## src/rtl/qvga_frame_reader.sv

```systemverilog
// ============================================================================
//  Module      : qvga_frame_reader
//  Description : Display-side reader for a 320x240 RGB565 frame buffer.
//                Generates 640x480@60 VGA timing on the 25 MHz pixel clock,
//                reads the buffer through its synchronous read port with a
//                2x upscale in both axes, and drives 4-bit-per-channel RGB.
//  Ports       : pclk        - pixel clock
//                reset       - synchronous reset, active-high
//                oe, rAddr   - frame buffer read enable / address
//                rData       - RGB565 read data, one pclk after oe/rAddr
//                h_sync      - VGA hsync, active-low
//                v_sync      - VGA vsync, active-low
//                de          - display enable (visible pixels)
//                red/green/blue - 4-bit colour channels
//                frame_done  - one-cycle pulse after the last visible pixel
//  Options     : QVGA_READER_GRAY_EN - convert pixels to grayscale
//  Revision    : 1.0 - initial release
// ============================================================================
`default_nettype none

module qvga_frame_reader #(
    parameter int H_ACTIVE     = 640,
    parameter int H_TOTAL      = 800,
    parameter int H_SYNC_START = 656,
    parameter int H_SYNC_END   = 751,
    parameter int V_ACTIVE     = 480,
    parameter int V_TOTAL      = 525,
    parameter int V_SYNC_START = 490,
    parameter int V_SYNC_END   = 491,
    parameter int SRC_WIDTH    = 320
) (
    input  logic        pclk,
    input  logic        reset,
    output logic        oe,
    output logic [16:0] rAddr,
    input  logic [15:0] rData,
    output logic        h_sync,
    output logic        v_sync,
    output logic        de,
    output logic [3:0]  red,
    output logic [3:0]  green,
    output logic [3:0]  blue,
    output logic        frame_done
);

    localparam logic [9:0]  H_ACT    = 10'(H_ACTIVE);
    localparam logic [9:0]  H_LAST   = 10'(H_TOTAL - 1);
    localparam logic [9:0]  H_ACT_LAST = 10'(H_ACTIVE - 1);
    localparam logic [9:0]  HS_FIRST = 10'(H_SYNC_START);
    localparam logic [9:0]  HS_LAST  = 10'(H_SYNC_END);
    localparam logic [9:0]  V_ACT    = 10'(V_ACTIVE);
    localparam logic [9:0]  V_LAST   = 10'(V_TOTAL - 1);
    localparam logic [9:0]  V_ACT_LAST = 10'(V_ACTIVE - 1);
    localparam logic [9:0]  VS_FIRST = 10'(V_SYNC_START);
    localparam logic [9:0]  VS_LAST  = 10'(V_SYNC_END);
    localparam logic [16:0] STRIDE   = 17'(SRC_WIDTH);

    logic [9:0]  h_cnt;
    logic [9:0]  v_cnt;

    // ------------------------------------------------------------------
    // Raster counters
    // ------------------------------------------------------------------
    always_ff @(posedge pclk) begin
        if (reset) begin
            h_cnt <= 10'd0;
            v_cnt <= 10'd0;
        end else if (h_cnt == H_LAST) begin
            h_cnt <= 10'd0;
            v_cnt <= (v_cnt == V_LAST) ? 10'd0 : v_cnt + 10'd1;
        end else begin
            h_cnt <= h_cnt + 10'd1;
        end
    end

    // ------------------------------------------------------------------
    // Stage 0: decode counters and issue the buffer read
    // ------------------------------------------------------------------
    logic        vis0;
    logic        hs0;
    logic        vs0;
    logic [16:0] pix_addr;

    assign vis0 = (h_cnt < H_ACT) && (v_cnt < V_ACT);
    assign hs0  = !((h_cnt >= HS_FIRST) && (h_cnt <= HS_LAST));
    assign vs0  = !((v_cnt >= VS_FIRST) && (v_cnt <= VS_LAST));

    // Halving both counters gives the 2x upscale: each source pixel covers
    // two columns and each source line is fetched on two display lines.
    assign pix_addr = 17'(v_cnt[9:1]) * STRIDE + 17'(h_cnt[9:1]);

    // Gated by reset so the read port sits idle while reset is held, even
    // though the counters then point at the first visible pixel.
    assign oe    = vis0 && !reset;
    assign rAddr = oe ? pix_addr : 17'd0;

    // ------------------------------------------------------------------
    // Stage 1: delay timing flags by one cycle to meet rData
    // ------------------------------------------------------------------
    logic vis1;
    logic hs1;
    logic vs1;

    always_ff @(posedge pclk) begin
        if (reset) begin
            vis1 <= 1'b0;
            hs1  <= 1'b1;
            vs1  <= 1'b1;
        end else begin
            vis1 <= vis0;
            hs1  <= hs0;
            vs1  <= vs0;
        end
    end

    // ------------------------------------------------------------------
    // Pixel conversion from the returned RGB565 word
    // ------------------------------------------------------------------
    logic [3:0] pix_r;
    logic [3:0] pix_g;
    logic [3:0] pix_b;

`ifdef QVGA_READER_GRAY_EN
    // Luma weights 77/150/29 (out of 256) applied after widening R5/B5 to
    // 8 bits (x8) and G6 to 8 bits (x4); the sum never exceeds 16 bits.
    logic [15:0] gray_sum;
    logic [3:0]  gray_nib;

    assign gray_sum = 16'(rData[15:11]) * 16'd616
                    + 16'(rData[10:5])  * 16'd600
                    + 16'(rData[4:0])   * 16'd232;
    assign gray_nib = 4'(gray_sum >> 12);
    assign pix_r    = gray_nib;
    assign pix_g    = gray_nib;
    assign pix_b    = gray_nib;
`else
    // Keep the top four bits of each RGB565 field.
    logic unused_rdata_bits;

    assign pix_r = rData[15:12];
    assign pix_g = rData[10:7];
    assign pix_b = rData[4:1];
    assign unused_rdata_bits = ^{rData[11], rData[6:5], rData[0]};
`endif

    // ------------------------------------------------------------------
    // Stage 2: registered pin outputs
    // ------------------------------------------------------------------
    always_ff @(posedge pclk) begin
        if (reset) begin
            h_sync     <= 1'b1;
            v_sync     <= 1'b1;
            de         <= 1'b0;
            red        <= 4'd0;
            green      <= 4'd0;
            blue       <= 4'd0;
            frame_done <= 1'b0;
        end else begin
            h_sync     <= hs1;
            v_sync     <= vs1;
            de         <= vis1;
            // Blanking forces black so stray read data never reaches the pins.
            if (vis1) begin
                red   <= pix_r;
                green <= pix_g;
                blue  <= pix_b;
            end else begin
                red   <= 4'd0;
                green <= 4'd0;
                blue  <= 4'd0;
            end
            frame_done <= (h_cnt == H_ACT_LAST) && (v_cnt == V_ACT_LAST);
        end
    end

endmodule

`default_nettype wire

```

## config.mk

```make
export PLATFORM = sky130hd
export DESIGN_NAME = qvga_frame_reader
export DESIGN_NICKNAME = d
export VERILOG_FILES = /design/src/rtl/qvga_frame_reader.sv
export SDC_FILE = /design/constraint.sdc
export NUM_CORES = 1
export LEC_CHECK = 0
export BUFFER_PORTS_ARGS = -buffer_cell sky130_fd_sc_hd__buf_2
export CORE_ASPECT_RATIO = 2
export CORE_UTILIZATION = 50
export DETAILED_ROUTE_END_ITERATION = 16
export PLACE_DENSITY = 0.83
export SLEW_MARGIN = 20
export SYNTH_ARGS = -nofsm -noshare
export SYNTH_HDL_FRONTEND = slang
export SYNTH_SLANG_ARGS = --single-unit
```

## constraint.sdc

```tcl
create_clock -name pclk -period 4.2 [get_ports pclk]
set_input_delay 0.21 -clock pclk [delete_from_list [all_inputs] [get_ports pclk]]
set_output_delay 0.21 -clock pclk [all_outputs]
set_load 0.02 [all_outputs]
```

## Word level (Yosys, flattened, before mapping)

Index checks and enable logic that the tools add are counted.

| operators by class | value |
|---|---|
| add/sub/neg operators | 3 |
| $mul | 1 |
| magnitude comparators | 6 |
| eq/ne operators | 4 |
| muxes and demuxes | 2 |
| bitwise gates (word level) | 1 |
| reductions and logical operators | 10 |

Operators by type and width:

| cell | count |
|---|---|
| 10-bit == test, second input constant | 3 |
| 10-bit by 1-bit adder with 10-bit output, second input constant | 2 |
| 17-bit by 9-bit adder with 17-bit output | 1 |
| 17-bit two-way mux | 1 |
| 9-bit by 3-bit multiplier with 11-bit output, second input constant | 1 |
| 10-bit by 9-bit == test with 1-bit output, second input constant | 1 |
| 10-bit greater-or-equal comparator, second input constant | 1 |
| 10-bit by 9-bit greater-or-equal comparator with 1-bit output, second input constant | 1 |
| 10-bit <= comparator, second input constant | 1 |
| 10-bit by 9-bit <= comparator with 1-bit output, second input constant | 1 |
| 10-bit less-than comparator, second input constant | 1 |
| 10-bit by 9-bit less-than comparator with 1-bit output, second input constant | 1 |
| 10-bit two-way mux | 1 |
| 1-bit logical AND | 5 |
| 2-bit OR reduction | 2 |
| 1-bit zero test | 3 |
| 1-bit NOT | 1 |

| word-level totals | value |
|---|---|
| flip-flop bits (word level) | 39 |
| bits of input ports | 18 |
| output and inout port bits | 34 |
| logic and storage cells | 39 |

## Longest topological paths before layout

| depth | value |
|---|---|
| depth after elaboration | 4 |
| mapped depth | 8 |
| mapped depth without buffers | 8 |

## Worst setup path after synthesis

Ideal clock, no wire load.

| timing | value |
|---|---|
| path kind | flip-flop to output port |
| from | register v_cnt[2] |
| to | output rAddr[15] |
| arrival | 2.797 ns |
| required time | 3.990 ns |
| path slack | 1.193 ns |
| stages on the path, launching flop included | 9 |
| path buffers | 0 |
| cells stage by stage | dfxtp_1 ha_1 ha_1 fa_1 a211oi_1 nor4_1 a2111oi_1 nand4_1 a21oi_1 |

| between the ends | value |
|---|---|
| cells in the longest elaborated chain, start to end | 4 |
| elaborated cells on any way between the ends | 6 |
| those cells by class | add/sub (1); mul (1); order compare (1); mux (1); reduce/logical (2) |

Ends and longest elaborated chain:

| item | line | RTL |
|---|---|---|
| start, declared | 59 | `logic [9:0] v_cnt;` |
| start signal, assigned | 70 | `v_cnt <= (v_cnt == V_LAST) ? 10'd0 : v_cnt + 10'd1;` |
| branches (longest 3 deep; another with 17-bit by 9-bit adder with 17-bit output) | -- |  |
| 17-bit two-way mux * | 95 | `assign rAddr = oe ? pix_addr : 17'd0;` |
| end, declared | 35 | `output logic [16:0] rAddr,` |

Mark *: on every way between the ends.

## Worst setup path in the final report

| timing | value |
|---|---|
| from | register v_cnt[2] |
| to | output rAddr[16] |

The elaborated chain is that of the path after synthesis.

==> flow_metrics.py <==
metrics = {
    "clock_network": {
        "cts_sinks": 39,
        "post_cts_buffers": 0,
        "cts_hold_buf": 0,
        "htreeDepth": 2,
        "cts_tree": "built",
        "clk_latency_ns": 0.28,
        "cts.clk_slew.worst_paths_ns": 0.08,
        "cts_buffers": 5,
        "clockRootBuffer": "clkbuf_8",
        "cts_resized": 0,
        "clk_path_buf_depth": 2,
    },
    "global_routing": {
        "antenna_found_initial": 0,
        "grt_max_degree": 14,
        "grt_pass1_vias": 1925,
        "gr-usage-all-layers_pct": 21.94,
        "grt_pass1_wl_um": 8266,
        "grt_overflow_total": 0,
    },
    "timing": {
        "max_freq_mhz": 267.7,
        "skew_ns": 0.004171,
        "min_period_over_period_pct": 88.93,
        "slew_violations": 0,
        "setup_viol": 0,
        "slew-limit-headroom_pct": 49.28,
        "tightest_slew_ns": 0.7539,
        "grt_setup_unrepaired": "false",
        "hold_violations": 0,
        "period_needed_ns": 3.735,
        "fin_setup_tns_ns": 0,
    },
    "power": {
        "ir_drop_mv": 0.2045,
        "total_power_uw": 718.0,
        "power_per_cell_area_mw_per_mm2": 273.6,
        "power_leakage_nw": 1.239,
    },
    "synthesis": {
        "yosys_register_bits": 39,
        "async_reset_ff_share_pct": 0,
        "yosysUniqueCellTypes": 43,
        "syn_inst": 257,
        "syn-cell-area_mm2": 0.002240,
        "synthFlopType": "dfxtp_1",
        "syn-num-nets": 298,
        "avgSynthCellArea_um2": 8.715,
        "yosysWarnings": 0,
        "ys_seq_area_share_pct": 34.86,
        "synth_edf_count": 0,
    },
    "placed_design": {
        "place_inst": 352,
        "port_buffers": 47,
        "gp_congestion": 0.8011,
        "dp_hpwl_um": 3763,
        "dpl_cell_area_mm2": 0.002517,
    },
    "setup_path": {
        "regToRegSetupSlack_ns": 2.00,
        "critical_path_class": "reg -> out",
        "r2r_start": "h_cnt[0]$_SDFF_PP0_",
        "reg2reg_depth": 5,
        "critPathMaxFanout": 10,
        "cp.required_ns": 3.99,
        "cp-startpoint": "v_cnt[2]$_SDFFE_PP0P_",
        "critPathCapture": "rAddr[16]",
        "r2r-end": "v_cnt[6]$_SDFFE_PP0P_",
        "crit_arrival_ns": 3.53,
        "end_kind": "primary output",
        "worst_setup_path_start_kind": "flip-flop",
    },
    "floorplanning": {
        "fp-row-count": 34,
        "initial_core_util_pct": 51.61,
        "die_y_um": 96.65,
        "ios": 52,
        "core-area_mm2": 0.004339,
        "die_w_um": 49.33,
        "die_area_mm2": 0.004767,
    },
    "finish": {
        "layout_commonest_cell": "buf_2",
        "fin_area_mm2": 0.002624,
        "syn_to_final_growth_pct": 17.15,
        "diodes": 0,
        "drive_gt1_share_pct": 19.34,
        "fin_cells": 359,
        "num-nets-final": 346,
        "final_cell_mix": "buf_2, nor2_1, dfxtp_1, ha_1, and2_1",
    },
    "routing": {
        "drt_pass1_iterations": 10,
        "wire_per_inst_um": 13.44,
        "antenna_left": 0,
        "wirelength_um": 4826,
        "initialDrtViolationCount": 37,
        "route.detailed.drc": 1,
        "vias_per_cell": 5.471,
        "num_vias": 1964,
    },
    "run_status": {
        "status": "complete, but fails checks",
        "violations": "design-rule violations",
    },
    "run": {
        "cap_violations": 0,
    },
    "worst_hold_path": {
        "hold_class": "in -> reg",
    },
}
synth_stat cells, drive strengths merged (7+ instances only):
cell type / number / area, um2
nor4: 7 / 43.79
and2: 20 / 125.1
nand3: 7 / 35.03
nand2: 14 / 52.55
nand4: 9 / 56.30
xor2: 14 / 122.6
ha: 21 / 262.8
inv: 11 / 41.29
xnor2: 11 / 96.34
nor2: 39 / 146.4
dfxtp: 39 / 780.8
layer usage:
layer | vias up | share of wire, % | global-route usage (%)
met3 | 8 | 3.1 | 2.830
li1 | 984 | - | -
met5 | - | 0 | 0
met1 | 923 | 37 | 20.67
met2 | 49 | 58 | 43.31
met4 | 0 | 1.9 | 10.63
metrics by stage:
step / hold slack, ns / worst slack (ns) / utilization, %
6_report: 0.1228 / 0.4650 / 60.47
5_1_grt: 0.1210 / 0.1952 / 60.47
4_1_cts: 0.1106 / 0.4365 / 60.47
3_5_place_dp: 0.3937 / 0.7668 / 58.02
3_3_place_gp: 0.3923 / 0.8333 / 58.02
2_1_floorplan: 0.3317 / 1.193 / -
registers in the layout, indices dropped and copies added (netlist names):
signal      count
de              1
vs1             1
vis1            1
v_cnt          10
red             4
hs1             1
green           4
h_sync          1
blue            4
frame_done      1
v_sync          1
h_cnt          10
power breakdown:
part	leakage (nW)	switching, mW	internal (mW)
Combinational	0.871	0.0243	0.0148
Clock	0.0502	0.124	0.173
Sequential	0.317	0.00338	0.378
Total	1.24	0.152	0.566
worst max-delay path, cell delays in order, from the launching register on:
cell and delay [ns]:
dfxtp_1 0.56, ha_1 0.31, ha_1 0.25, fa_1 0.41, a211oi_1 0.44, nor4_1 0.10, a2111oi_1 0.66, nor4_1 0.18
mux2i_1 0.17, buf_2 0.17
final cells by class:
type / instances / area [um2]
inverter: 11 / 41.29
tap: 54 / 67.56
multi-input combinational: 201 / 1393
clock buffer: 5 / 68.82
fill: 420 / 1715
sequential: 39 / 780.7
clock inverter: 2 / 37.54
timing repair buffer: 47 / 235.2
cells by family (layout without fill, tap and decap cells):
family,count (synthesis),after routing,share of synthesized area [%]
xor gates and xnor gates,25,25,9.777
DFF,39,39,34.86
adders and majority gates,23,23,13.52
and+or+nand+nor,123,123,28.94
buffers and inverters,17,65,2.961
AOI/OAI and AO/OA,28,28,9.051
muxes,2,2,0.8939
how the worst min path moves through the flow:
stage,slack [ns],endpoint,start,cells past startpoint
6_report,0.12,green[3]$_SDFF_PP0_,rData[10],2
5_1_grt,0.12,red[2]$_SDFF_PP0_,rData[14],2
4_1_cts,0.11,green[3]$_SDFF_PP0_,rData[10],2
3_5_place_dp,0.39,v_sync$_SDFF_PP1_,vs1$_SDFF_PP1_,1
3_3_place_gp,0.39,h_sync$_SDFF_PP1_,hs1$_SDFF_PP1_,1
2_1_floorplan,0.33,blue[0]$_SDFF_PP0_,rData[1],1
Power figures use the tool's default switching activity.
